File: src/rtl/ao_arb_pkg.sv
// Shared types and constants for the AND-OR bus arbiter.
//   arb_state_t   : arbiter ownership state (IDLE, OWN0, OWN1, OVR)
//   STATE_RST     : state after reset
//   PTR_RST       : round-robin pointer after reset (requester 0 first)
//   DEF_WIDTH     : default beat width
//   DEF_MAX_BURST : default maximum beats per grant
package ao_arb_pkg;

    typedef enum logic [1:0] {
        IDLE = 2'd0,
        OWN0 = 2'd1,
        OWN1 = 2'd2,
        OVR  = 2'd3
    } arb_state_t;

    localparam arb_state_t STATE_RST     = IDLE;
    localparam logic       PTR_RST       = 1'b0;
    localparam int         DEF_WIDTH     = 8;
    localparam int         DEF_MAX_BURST = 16;

endpackage

File: src/rtl/ao_merge.sv
// Three-term AND-OR merge of beat data and valid. Kept as its own module so
// the shared datapath stays a separable gate-level AO tree.
//   i_gnt0/i_gnt1/i_ovr_gnt : one-hot (or zero) grant selects
//   i_req0/i_req1/i_ovr_en  : per-source beat offered
//   i_data0/i_data1/i_ovr_data : per-source beat data
//   o_valid/o_data          : merged beat
module ao_merge #(
    parameter int WIDTH = 8
) (
    input  logic             i_gnt0,
    input  logic             i_gnt1,
    input  logic             i_ovr_gnt,
    input  logic             i_req0,
    input  logic             i_req1,
    input  logic             i_ovr_en,
    input  logic [WIDTH-1:0] i_data0,
    input  logic [WIDTH-1:0] i_data1,
    input  logic [WIDTH-1:0] i_ovr_data,
    output logic             o_valid,
    output logic [WIDTH-1:0] o_data
);

    assign o_data  = (i_data0    & {WIDTH{i_gnt0}})
                   | (i_data1    & {WIDTH{i_gnt1}})
                   | (i_ovr_data & {WIDTH{i_ovr_gnt}});

    assign o_valid = (i_gnt0 & i_req0) | (i_gnt1 & i_req1) | (i_ovr_gnt & i_ovr_en);

endmodule

File: src/rtl/ao_bus_arbiter.sv
// Round-robin, burst-aware arbiter for two requesters plus a priority
// override source, feeding one WIDTH-bit AND-OR merge path.
//   clk, rst              : clock, asynchronous active-high reset
//   req0/req1, data0/data1, last0/last1 : requester beats
//   gnt0/gnt1             : registered requester grants
//   ovr_en/ovr_data       : override request and word
//   ovr_gnt               : registered override grant
//   out_valid/out_data    : merged beat (combinational from grants + inputs)
//   out_ready             : downstream accepts the beat
module ao_bus_arbiter
    import ao_arb_pkg::*;
#(
    parameter int WIDTH     = DEF_WIDTH,
    parameter int MAX_BURST = DEF_MAX_BURST
) (
    input  logic             clk,
    input  logic             rst,
    input  logic             req0,
    input  logic             req1,
    input  logic [WIDTH-1:0] data0,
    input  logic [WIDTH-1:0] data1,
    input  logic             last0,
    input  logic             last1,
    output logic             gnt0,
    output logic             gnt1,
    input  logic             ovr_en,
    input  logic [WIDTH-1:0] ovr_data,
    output logic             ovr_gnt,
    output logic             out_valid,
    output logic [WIDTH-1:0] out_data,
    input  logic             out_ready
);

    localparam int CW = $clog2(MAX_BURST + 1);

    arb_state_t    r_state;
    logic          r_ptr;
    logic [CW-1:0] r_cnt;
    logic          r_gnt0;
    logic          r_gnt1;
    logic          r_ovr_gnt;

    arb_state_t    w_next;
    logic          w_next_ptr;
    logic [CW-1:0] w_next_cnt;
    logic [CW-1:0] w_cnt_inc;
    logic          w_accept;
    logic          w_valid;
    logic [WIDTH-1:0] w_data;

    ao_merge #(.WIDTH(WIDTH)) u_merge (
        .i_gnt0     (r_gnt0),
        .i_gnt1     (r_gnt1),
        .i_ovr_gnt  (r_ovr_gnt),
        .i_req0     (req0),
        .i_req1     (req1),
        .i_ovr_en   (ovr_en),
        .i_data0    (data0),
        .i_data1    (data1),
        .i_ovr_data (ovr_data),
        .o_valid    (w_valid),
        .o_data     (w_data)
    );

    assign w_accept  = w_valid & out_ready;
    assign w_cnt_inc = r_cnt + 1'b1;

    always_comb begin
        w_next     = r_state;
        w_next_ptr = r_ptr;
        w_next_cnt = r_cnt;
        unique case (r_state)
            IDLE: begin
                if (ovr_en)             w_next = OVR;
                else if (req0 && req1)  w_next = r_ptr ? OWN1 : OWN0;
                else if (req0)          w_next = OWN0;
                else if (req1)          w_next = OWN1;
            end
            OWN0: begin
                if (w_accept) begin
                    w_next_cnt = w_cnt_inc;
                    // Release on last beat or burst cap; a coincidence is one release.
                    if (last0 || w_cnt_inc == CW'(MAX_BURST)) begin
                        w_next_cnt = '0;
                        w_next_ptr = 1'b1;
                        if (ovr_en)    w_next = OVR;
                        else if (req1) w_next = OWN1;
                        else           w_next = IDLE;
                    end
                end
            end
            OWN1: begin
                if (w_accept) begin
                    w_next_cnt = w_cnt_inc;
                    if (last1 || w_cnt_inc == CW'(MAX_BURST)) begin
                        w_next_cnt = '0;
                        w_next_ptr = 1'b0;
                        if (ovr_en)    w_next = OVR;
                        else if (req0) w_next = OWN0;
                        else           w_next = IDLE;
                    end
                end
            end
            OVR: begin
                if (!ovr_en) w_next = IDLE;
            end
            default: w_next = IDLE;
        endcase
    end

    // Grants are registered alongside the state so they never glitch.
    always_ff @(posedge clk or posedge rst) begin
        if (rst) begin
            r_state   <= STATE_RST;
            r_ptr     <= PTR_RST;
            r_cnt     <= '0;
            r_gnt0    <= 1'b0;
            r_gnt1    <= 1'b0;
            r_ovr_gnt <= 1'b0;
        end else begin
            r_state   <= w_next;
            r_ptr     <= w_next_ptr;
            r_cnt     <= w_next_cnt;
            r_gnt0    <= (w_next == OWN0);
            r_gnt1    <= (w_next == OWN1);
            r_ovr_gnt <= (w_next == OVR);
        end
    end

    assign gnt0      = r_gnt0;
    assign gnt1      = r_gnt1;
    assign ovr_gnt   = r_ovr_gnt;
    assign out_valid = w_valid;
    assign out_data  = w_data;

endmodule

File: config.mk
export PLATFORM = sky130hd
export DESIGN_NAME = ao_bus_arbiter
export DESIGN_NICKNAME = d
export VERILOG_FILES = /design/src/rtl/ao_arb_pkg.sv /design/src/rtl/ao_merge.sv /design/src/rtl/ao_bus_arbiter.sv
export SDC_FILE = /design/constraint.sdc
export NUM_CORES = 1
export LEC_CHECK = 0
export BUFFER_PORTS_ARGS = -buffer_cell sky130_fd_sc_hd__buf_2
export CAP_MARGIN = 40
export CORE_AREA = 2 2 52 54
export DETAILED_ROUTE_END_ITERATION = 7
export DIE_AREA = 0 0 54 56
export PLACE_DENSITY = 0.68
export SLEW_MARGIN = 20
export SYNTH_ARGS = -nofsm -noshare
export SYNTH_HDL_FRONTEND = slang
export SYNTH_SLANG_ARGS = --single-unit
export TNS_END_PERCENT = 10
File: constraint.sdc
create_clock -name clk -period 2.6 [get_ports clk]
set_input_delay 0 -clock clk [delete_from_list [all_inputs] [get_ports clk]]
set_output_delay 0 -clock clk [all_outputs]
set_load 0.03 [all_outputs]
# Word-level counts from Yosys, hierarchy flattened
# Cells that the tools add are included.
# op_classes
eq_ne,11
add_sub_neg,1
n_bitwise,11
mux,25
n_reduce_logical,7
# ops
cell,count
$mux 2,13
$and 8x8->8,3
$mux 5,4
$or 8x8->8,2
$pmux 5 s2,1
$eq 2x2->1 const B,4
$ne 2x2->1 const B,4
$pmux 2 s4,1
$add 5x1->5 const B,1
$eq 5x5->1 const B,1
$mux 1,5
$reduce_and 5->1,1
$and 1x1->1,4
$eq 2x1->1 const B,2
$reduce_and 3->1,1
$logic_not 2->1,1
$logic_or 1x1->1,2
$or 1x1->1,2
$pmux 1 s2,1
$reduce_bool 2->1,1
$logic_and 1x1->1,1
# totals
ff_bits,11
out_inout_bits,12
word_cells,61

# Longest topological paths before layout
# Gate-level depths: netlist of the first run.
# depth
ltp_word,7
ltp_mapped,7
ltp_nobuf,7

# Modules after synthesis
# From an unflattened synthesis of the first run, not the netlist that was laid out.
# unflattened
cells_unflattened,109
area_unflattened_um2,943.4
# modules_own_cells
module,area_each_um2,cells_each,instances,seq_area_each_um2
ao_bus_arbiter,792.0,88,1,275.3
ao_merge,151.4,21,1,0.0

# Worst setup path before layout of the first run
# No wires, ideal clock.
# synth_timing
path_kind,register to register
start,reg r_gnt0 (netlist: gnt0)
end,reg r_gnt0 (netlist: gnt0)
required_ns,2.481
setup_slack_ns,0.717
n_path_buf,1
path_stages_with_launch,8
t_arrival_ns,1.764
path_cell_list,dfrtp_1 buf_2 a22oi_4 a21boi_2 o22ai_1 a2111oi_0 a211oi_2 and2_1
# synth_via
elab_chain_len,7
elab_cells_between_ends,8
classes_between,eq/ne (1); mux (3); bitwise (4)
# synth_lines
element,line_no,source
start: declaration,ao_bus_arbiter.sv:39,logic r_gnt0;
start signal: assignment,ao_bus_arbiter.sv:124,r_gnt0 <= (w_next == OWN0);
$and 1x1->1 *,ao_merge.sv:27,assign o_valid = (i_gnt0 & i_req0) | (i_gnt1 & i_req1) | (i_ovr_gnt & i_ovr_en);
$or 1x1->1 * (2 in series),ao_merge.sv:27,
$and 1x1->1 *,ao_bus_arbiter.sv:65,assign w_accept = w_valid & out_ready;
$mux 2 (on tied branches),"ao_bus_arbiter.sv:93, ao_bus_arbiter.sv:80",
$pmux 2 s4 *,ao_bus_arbiter.sv:72,unique case (r_state)
$eq 2x1->1 *,ao_bus_arbiter.sv:124,
# Mark *: on every way between the ends. The rest lies on a longest branch, timed or not.
# A chain may end at the register's enable or synchronous reset.

# Worst setup path in the final report of the first run
# layout_timing
start,reg r_gnt0 (netlist: gnt0)
end,reg r_cnt[3]
# layout_via
elab_chain_len,6
elab_cells_between_ends,7
classes_between,eq/ne (2); bitwise (4); reduce/logical (1)
# layout_lines
element,line_no,source
$and 1x1->1 *,ao_merge.sv:27,
$or 1x1->1 * (2 in series),ao_merge.sv:27,
$and 1x1->1 *,ao_bus_arbiter.sv:65,
$ne 2x2->1 (no source line),n/a,
$reduce_and 3->1 (no source line) *,n/a,
end signal: assignment,ao_bus_arbiter.sv:123,r_cnt <= w_next_cnt;
end: declaration,ao_bus_arbiter.sv:38,logic [CW-1:0] r_cnt;
# Marked as above.

==> results.cfg, run 1 <==
[floorplanning]
row_count = 18
fp.dieW_um = 54
io_pins = 44
initial_core_util = 0.387
core-area_um2 = 2430
die_h_um = 56
die-area_um2 = 3020

[worst_hold_path]
min_path_type = primary input to flip-flop
min_from = last1
holdPathEnd = r_ptr$_DFFE_PP0P_
holdPathStages = 4

[pwr]
p_leak_nw = 0.640
pwr-share-seq = 0.271
switchingPower_mw = 0.682
pwr-share-comb = 0.643
peakVddDrop_uv = 535
p_per_area_nw_per_um2 = 1080
power.internal_mw = 0.631
clkPwrFrac = 0.086
switching_share = 0.519

[route]
dr.pass1.iters = 4
post_drt_wl_per_cell_um = 13.3
via_per_inst = 5.41
postRouteWirelength_um = 2500
final_antenna_net_count = 0
route.detailed.drc = 0
drtIter0Drc = 36
via_count = 1018

[sta]
finalSetupTns_ps = 0
period_needed_ps = 1960
slew_viol_final = 0
rsz0062_at_grt = false
skew_ps = 2.42
fmax_mhz = 511
finalCritPeriodShare = 0.753
worst_pin_slew_ps = 597
timing.slew.headroom = 0.599
hold_viol_final = 0
setup_viol = 0

[clocking]
cts_sinks = 11
clk_latency_ps = 260
htree_levels = 1
cts_buffers = 3
cts_setup_buffers = 0
postCtsHoldBufs = 1
cts-resized-gates = 0
cts_tree = built
cts.clk_slew.worst_paths_ps = 70
clock-root-buffer = clkbuf_4
clk_path_buf_depth = 2

[critical_path]
path_class = flip-flop to flip-flop
ff2ff_setup_slack_ps = 640
reg2reg_from = gnt0$_DFF_PP0_
start_kind = flip-flop
crit_required_ps = 2720
crit_path_end_kind = flip-flop
ff2ff_path_depth = 6
worstReg2RegEnd = r_cnt[3]$_DFFE_PP0P_
setup.worst_path.start = gnt0$_DFF_PP0_
crit_arrival_ps = 2080
cp_max_fo = 10

[global_route]
grt_overflow = 0
grt_util_all_layers = 0.172
grt_first_pass_wirelength_um = 3960
grt_pass1_vias = 934
antenna_found_initial = 0
grt_max_degree = 12

[yosys]
synth_area_um2 = 941
ys_ff_latch = 11
yosysSeqAreaShare = 0.293
yosys_warnings = 0
synthCells = 113
synth_cell_type_count = 34
synth_top_area_share = 0.293
yosysTopAreaCell = dfrtp_1
synthArstFlopShare = 1.00
ys_top_cells_by_area = dfrtp_1, a222oi_1, ha_1
syn_nets = 150
synth_edf_count = 0
synth_common_cells = inv_1, dfrtp_1, nand2_1, o21ai_0, a222oi_1
yosysMostFrequentCell = inv_1
synth_area_per_cell_um2 = 8.33
ys.flop_type = dfrtp_1

[run]
maxCapViolCount = 0

[layout]
final_core_util = 0.498
nets = 196
areaGrowthSynthToFinish_pct = 28.9
n_antenna_cell = 0
stdcell_area_um2 = 1210
final_layout_size_suffix_gt1_frac = 0.348
stdcell_count = 188

[placement]
dpl.cell_count = 183
dpl_cell_area_um2 = 1180
hpwl_um = 2060
io_buffers = 43
place_congestion = 0.871

[run_status]
status = completed
[worst max-delay path by stage]
stage	end	slack [ps]	cells past startpoint
finish	r_cnt[3]$_DFFE_PP0P_	640	6
global route	r_ptr$_DFFE_PP0P_	470	6
CTS	r_cnt[3]$_DFFE_PP0P_	640	6
detailed placement	gnt0$_DFF_PP0_	670	6
global placement	gnt0$_DFF_PP0_	690	6
floorplan	gnt0$_DFF_PP0_	720	7
[per-stage QoR]
stage	hold WS (ps)	power, mW	setup WS, ps
6_report	188	1.31	643
5_1_grt	218	1.46	469
4_1_cts	180	1.32	641
3_5_place_dp	12.8	1.20	671
3_3_place_gp	1.90	1.20	694
2_1_floorplan	-148	0.983	717
[layer usage]
layer | vias to the layer above | track usage | wire length, µm
li1 | 506 | - | -
met1 | 458 | 0.191 | 996
met2 | 48 | 0.301 | 1230
met3 | 6 | 0.0349 | 219
met4 | 0 | 0.0786 | 55
met5 | - | 0 | 0
[worst max-delay path, cell delays in order, from the launching register on]
cell and delay, ps:
dfrtp_1 520, a22oi_4 300, a21boi_2 120, o21ai_1 510, nor3_1 120, a21oi_1 150
o21ai_0 100
[cell type report]
| class | instances | area [µm²] |
|---|---|---|
| timing repair buffer | 44 | 225 |
| clock buffer | 4 | 26.3 |
| fill | 239 | 1220 |
| multi-input combinational | 83 | 588 |
| tap | 30 | 37.5 |
| sequential | 11 | 275 |
| inverter | 16 | 60.1 |
[state kept, by name, indices dropped and copies added (netlist names)]
signal   count
r_ptr        1
r_state      2
gnt1         1
ovr_gnt      1
r_cnt        5
gnt0         1
[power groups by stage]
stage | sequential (mW) | combinational, mW | clock, mW
after floorplan | 0.331 | 0.652 | 0
after global routing | 0.372 | 0.954 | 0.130
after global placement | 0.351 | 0.845 | 0
final | 0.356 | 0.844 | 0.113
after detailed placement | 0.357 | 0.844 | 0
after CTS | 0.354 | 0.847 | 0.118
[layout by cell type (no fill, tap or decap), drive strengths merged, types with 2 or more instances in the layout]
cell,n
clkbuf,4
or2,2
nor3,3
nor2,6
o31ai,3
a21oi,6
a31oi,2
a222oi,8
inv,16
buf,43
nand2b,6
dfrtp,11
ha,5
o21ai,12
and2,4
nor2b,2
a211oi,2
nand2,9
[cells by family (layout without fill, tap and decap cells)]
| kind of cell | after synthesis | after routing | synth area share |
|---|---|---|---|
| mux | 2 | 2 | 0.0266 |
| compound gates | 43 | 43 | 0.347 |
| buf+inv | 19 | 64 | 0.0825 |
| simple gates | 33 | 33 | 0.185 |
| fa+ha+maj | 5 | 5 | 0.0665 |
| flops | 11 | 11 | 0.293 |
Power figures use the tool's default switching activity.
==> inputs of run 2 (changes only) <==
==> constraint.sdc (replaced) <==
create_clock -name clk -period 1.91 [get_ports clk]
set_input_delay 0 -clock clk [delete_from_list [all_inputs] [get_ports clk]]
set_output_delay 0 -clock clk [all_outputs]
set_load 0.03 [all_outputs]
==> results.cfg, run 2 (synthesis gave the netlist of run 1 again) <==
[run_status]
status = completed

[layout]
reg.largest.list = r_cnt: 5 flops, r_state: 2 flops
fill_cells = 245
n_antenna_cell = 0
stdcell_count = 193
stdcell_area_um2 = 1280
top_register = r_cnt
final_layout_size_suffix_gt1_frac = 0.399
final_core_util = 0.525
seq_area_um2 = 275
nets = 201
final_common_cell = buf_2
mostFrequentLayoutCells = buf_2, inv_1, dfrtp_1
areaGrowthSynthToFinish_pct = 35.6
largest_register_ffs = 5
multi_input_area_um2 = 614

[critical_path]
start_kind = flip-flop
crit_arrival_ps = 2000
crit_path_end_kind = flip-flop
cp_max_fo = 5
ff2ff_path_depth = 6
path_class = flip-flop to flip-flop
crit_required_ps = 2070
ff2ff_setup_slack_ps = 70

[floorplanning]
die-area_um2 = 3020
core-area_um2 = 2430
initial_core_util = 0.387
row_count = 18
die_h_um = 56
fp.dieW_um = 54
io_pins = 44

[clocking]
cts_buffers = 3
cts_tree = built
clk_path_buf_depth = 2
clock-root-buffer = clkbuf_4
htree_levels = 1
clk_latency_ps = 270
cts.clk_slew.worst_paths_ps = 70
cts_sinks = 11

[sta]
fmax_mhz = 544
worst_slack_ps = 71.1
skew_ps = 3.71
setup_viol = 0
slew_viol_final = 0
hold_viol_final = 0
period_needed_ps = 1840
finalSetupTns_ps = 0
worst_pin_slew_ps = 403
rsz0062_at_grt = true
holdWs_ps = 171
finalCritPeriodShare = 0.963
timing.slew.headroom = 0.731

[global_route]
grt_util_all_layers = 0.165
grt_max_degree = 12
grt_overflow = 0
antenna_found_initial = 0
grt_pass1_vias = 956
grt_first_pass_wirelength_um = 3840

[placement]
place_ws_ps = 103
place_congestion = 0.855
io_buffers = 43
dpl_cell_area_um2 = 1210
hpwl_um = 2040
dpl.cell_count = 188

[route]
final_antenna_net_count = 0
via_count = 1055
drtIter0Drc = 27
dr.pass1.iters = 5
via_per_inst = 5.47
route.detailed.drc = 0
postRouteWirelength_um = 2540
post_drt_wl_per_cell_um = 13.2

[pwr]
peakVddDrop_uv = 987
p_per_area_nw_per_um2 = 1490
report.power.total_mw = 1.90
p_leak_nw = 0.670

[run]
maxCapViolCount = 0

[worst_hold_path]
holdPathStages = 4
min_path_type = primary input to flip-flop
-- run 2: critical path, stage by stage (launching register included) --
cell	delay (ps)
dfrtp_1	410
ha_1	260
nand2_1	160
o21ai_1	140
a211o_1	320
a32o_2	290
and2_1	150
-- run 2: metal layers --
metal / global-route usage / up-vias / share of wire
met3: 0.0484 / 0 / 0.098
met1: 0.163 / 490 / 0.37
met5: 0 / - / 0
met2: 0.324 / 49 / 0.53
li1: - / 516 / -
met4: 0.0250 / 0 / 0
-- run 2: path summary, 6_finish.rpt --
path | end | from
worst min register to register | r_cnt[4]$_DFFE_PP0P_ | r_cnt[4]$_DFFE_PP0P_
worst max-delay path | gnt0$_DFF_PP0_ | r_cnt[0]$_DFFE_PP0P_
min in group asynchronous | r_state[1]$_DFF_PP0_ | rst
worst max register to register | gnt0$_DFF_PP0_ | r_cnt[0]$_DFFE_PP0P_
worst min-delay path | r_ptr$_DFFE_PP0P_ | last1
max in group asynchronous | r_cnt[3]$_DFFE_PP0P_ | rst
-- run 2: layout make-up --
type	count	area share
multi-input combinational	83	0.481
tap	30	0.0294
inverter	16	0.0471
sequential	11	0.216
clock buffer	4	0.0206
timing repair buffer	49	0.206
-- run 2: power breakdown --
part	internal, mW	leakage, nW	switching [mW]
Combinational	0.523	0.515	0.808
Sequential	0.332	0.139	0.0816
Clock	0.0808	0.0150	0.0763
Total	0.935	0.670	0.965
-- run 2: repair_timing --
item,CTS,global route
resized for setup,0,6
buffers inserted,0,0
endpoints found under the setup margin,0,8
hold buffers,1,0
hold endpoints to repair,11,0
==> inputs of run 3 (changes only) <==
--- a/config.mk
+++ b/config.mk
@@ -11,6 +11,7 @@
 export DETAILED_ROUTE_END_ITERATION = 7
 export DIE_AREA = 0 0 54 56
 export PLACE_DENSITY = 0.68
+export RECOVER_POWER = 100
 export SLEW_MARGIN = 20
 export SYNTH_ARGS = -nofsm -noshare
 export SYNTH_HDL_FRONTEND = slang
==> results.cfg, run 3 (synthesis gave the netlist of run 1 again) <==
[run_status]
status = completed

[clocking]
cts_sinks = 11
cts.clk_slew.worst_paths_ps = 70
clk_path_buf_depth = 2
htree_levels = 1
cts_tree = built
cts_buffers = 3
cts_setup_buffers = 0
clock-root-buffer = clkbuf_4
clk_latency_ps = 270

[sta]
hold_viol_final = 0
setup_viol = 0
timing.slew.headroom = 0.731
holdWs_ps = 170
worst_slack_ps = 71.6
finalCritPeriodShare = 0.963
period_needed_ps = 1840
skew_ps = 3.71
worst_pin_slew_ps = 403
slew_viol_final = 0
rsz0062_at_grt = true
fmax_mhz = 544

[floorplanning]
initial_core_util = 0.387
die-area_um2 = 3020
row_count = 18
core-area_um2 = 2430
fp.dieW_um = 54
die_h_um = 56
io_pins = 44

[layout]
multi_input_area_um2 = 614
reg.largest.list = r_cnt: 5 flops, r_state: 2 flops
seq_area_um2 = 275
fill_cells = 251
n_antenna_cell = 0
areaGrowthSynthToFinish_pct = 34.2
nets = 201
top_register = r_cnt
final_layout_size_suffix_gt1_frac = 0.331
mostFrequentLayoutCells = buf_2, inv_1, clkbuf_1
largest_register_ffs = 5
final_common_cell = buf_2

[route]
postRouteWirelength_um = 2540
post_drt_wl_per_cell_um = 13.2
final_antenna_net_count = 0
via_per_inst = 5.42
drtIter0Drc = 28
route.detailed.drc = 0
dr.pass1.iters = 5
via_count = 1046

[critical_path]
worstReg2RegEnd = gnt0$_DFF_PP0_
crit_slowest_cell = dfrtp_1
ff2ff_setup_slack_ps = 70
crit_arrival_ps = 2000
start_kind = flip-flop
path_class = flip-flop to flip-flop
slowest_delay_ps = 410
critPathTopFamily = compound AO/OA/AOI/OAI gates
setup.worst_path.start = r_cnt[0]$_DFFE_PP0P_
crit_end = gnt0$_DFF_PP0_
cp_max_fo = 5
ff2ff_path_depth = 6
reg2reg_from = r_cnt[0]$_DFFE_PP0P_
crit_chain = ha_1 > nand2_1 > o21ai_1 > a211o_1 > a32o_2 > and2_1
crit_path_end_kind = flip-flop
critical_path_buf_inv_count = 0
cp_num_cells = 6
crit_required_ps = 2070

[global_route]
grt_pass1_vias = 956
grt_util_all_layers = 0.165
grt_max_degree = 12
grt_first_pass_wirelength_um = 3840
antenna_found_initial = 0
grt_overflow = 0

[placement]
io_buffers = 43
place_ws_ps = 103
place_congestion = 0.855
hpwl_um = 2040

[pwr]
peakVddDrop_uv = 982
p_leak_nw = 0.631
p_per_area_nw_per_um2 = 1490

[run]
maxCapViolCount = 0

[worst_hold_path]
min_path_type = primary input to flip-flop
holdPathStages = 4
[run 3: cell count changes in the layout (fill, tap and decap cells not counted)]
cell,delta
clkbuf_1,+11
buf_2,-11
[run 3: area by class of cell]
cell class	count	area share
clock buffers	4	0.0208
multi-input cells	83	0.487
inverters	16	0.0476
flip-flops and latches	11	0.218
repair buffers	49	0.197
well taps	30	0.0297
[run 3: worst min path at each step]
| stage | endpoint | slack [ps] | start |
|---|---|---|---|
| after global placement | r_ptr$_DFFE_PP0P_ | 3 | rst |
| after detailed placement | gnt1$_DFF_PP0_ | 20 | rst |
| final | r_ptr$_DFFE_PP0P_ | 170 | last1 |
| after global routing | r_ptr$_DFFE_PP0P_ | 200 | last1 |
| after floorplan | gnt0$_DFF_PP0_ | -150 | rst |
| after CTS | r_ptr$_DFFE_PP0P_ | 170 | last1 |
[run 3: stage by stage]
stage	setup TNS [ps]	utilization	instances	cell area (µm²)	power [mW]
after global routing	-20.9	0.519	193	1260	2.05
final	0	0.519	193	1260	1.88
after CTS	0	0.514	193	1250	1.86
after global placement	0	0.499	188	1210	1.68
after detailed placement	0	0.499	188	1210	1.69
after floorplan	0	-	113	941	1.34
[run 3: what timing repair did]
item	4_1_cts	5_1_grt
gates resized for setup	0	6
endpoints found under the hold margin	11	0
hold buffers	1	0
setup endpoints to repair	0	8
[run 3: routing by layer]
metal / share of wire / global-route usage / vias to the layer above
li1: - / - / 516
met1: 0.38 / 0.163 / 488
met2: 0.53 / 0.324 / 42
met3: 0.094 / 0.0484 / 0
met4: 0 / 0.0250 / 0
met5: 0 / 0 / -
[run 3: power by group]
part / switching [mW] / internal [mW]
logic: 0.811 / 0.495
registers: 0.0819 / 0.332
clock network: 0.0763 / 0.0808
[run 3: worst reg2reg max path, delay by kind of cell, from the launching register on]
family,cells,cell delay [ps]
flops,1,410
compound gates,3,760
fa+ha+maj,1,260
simple gates,2,310
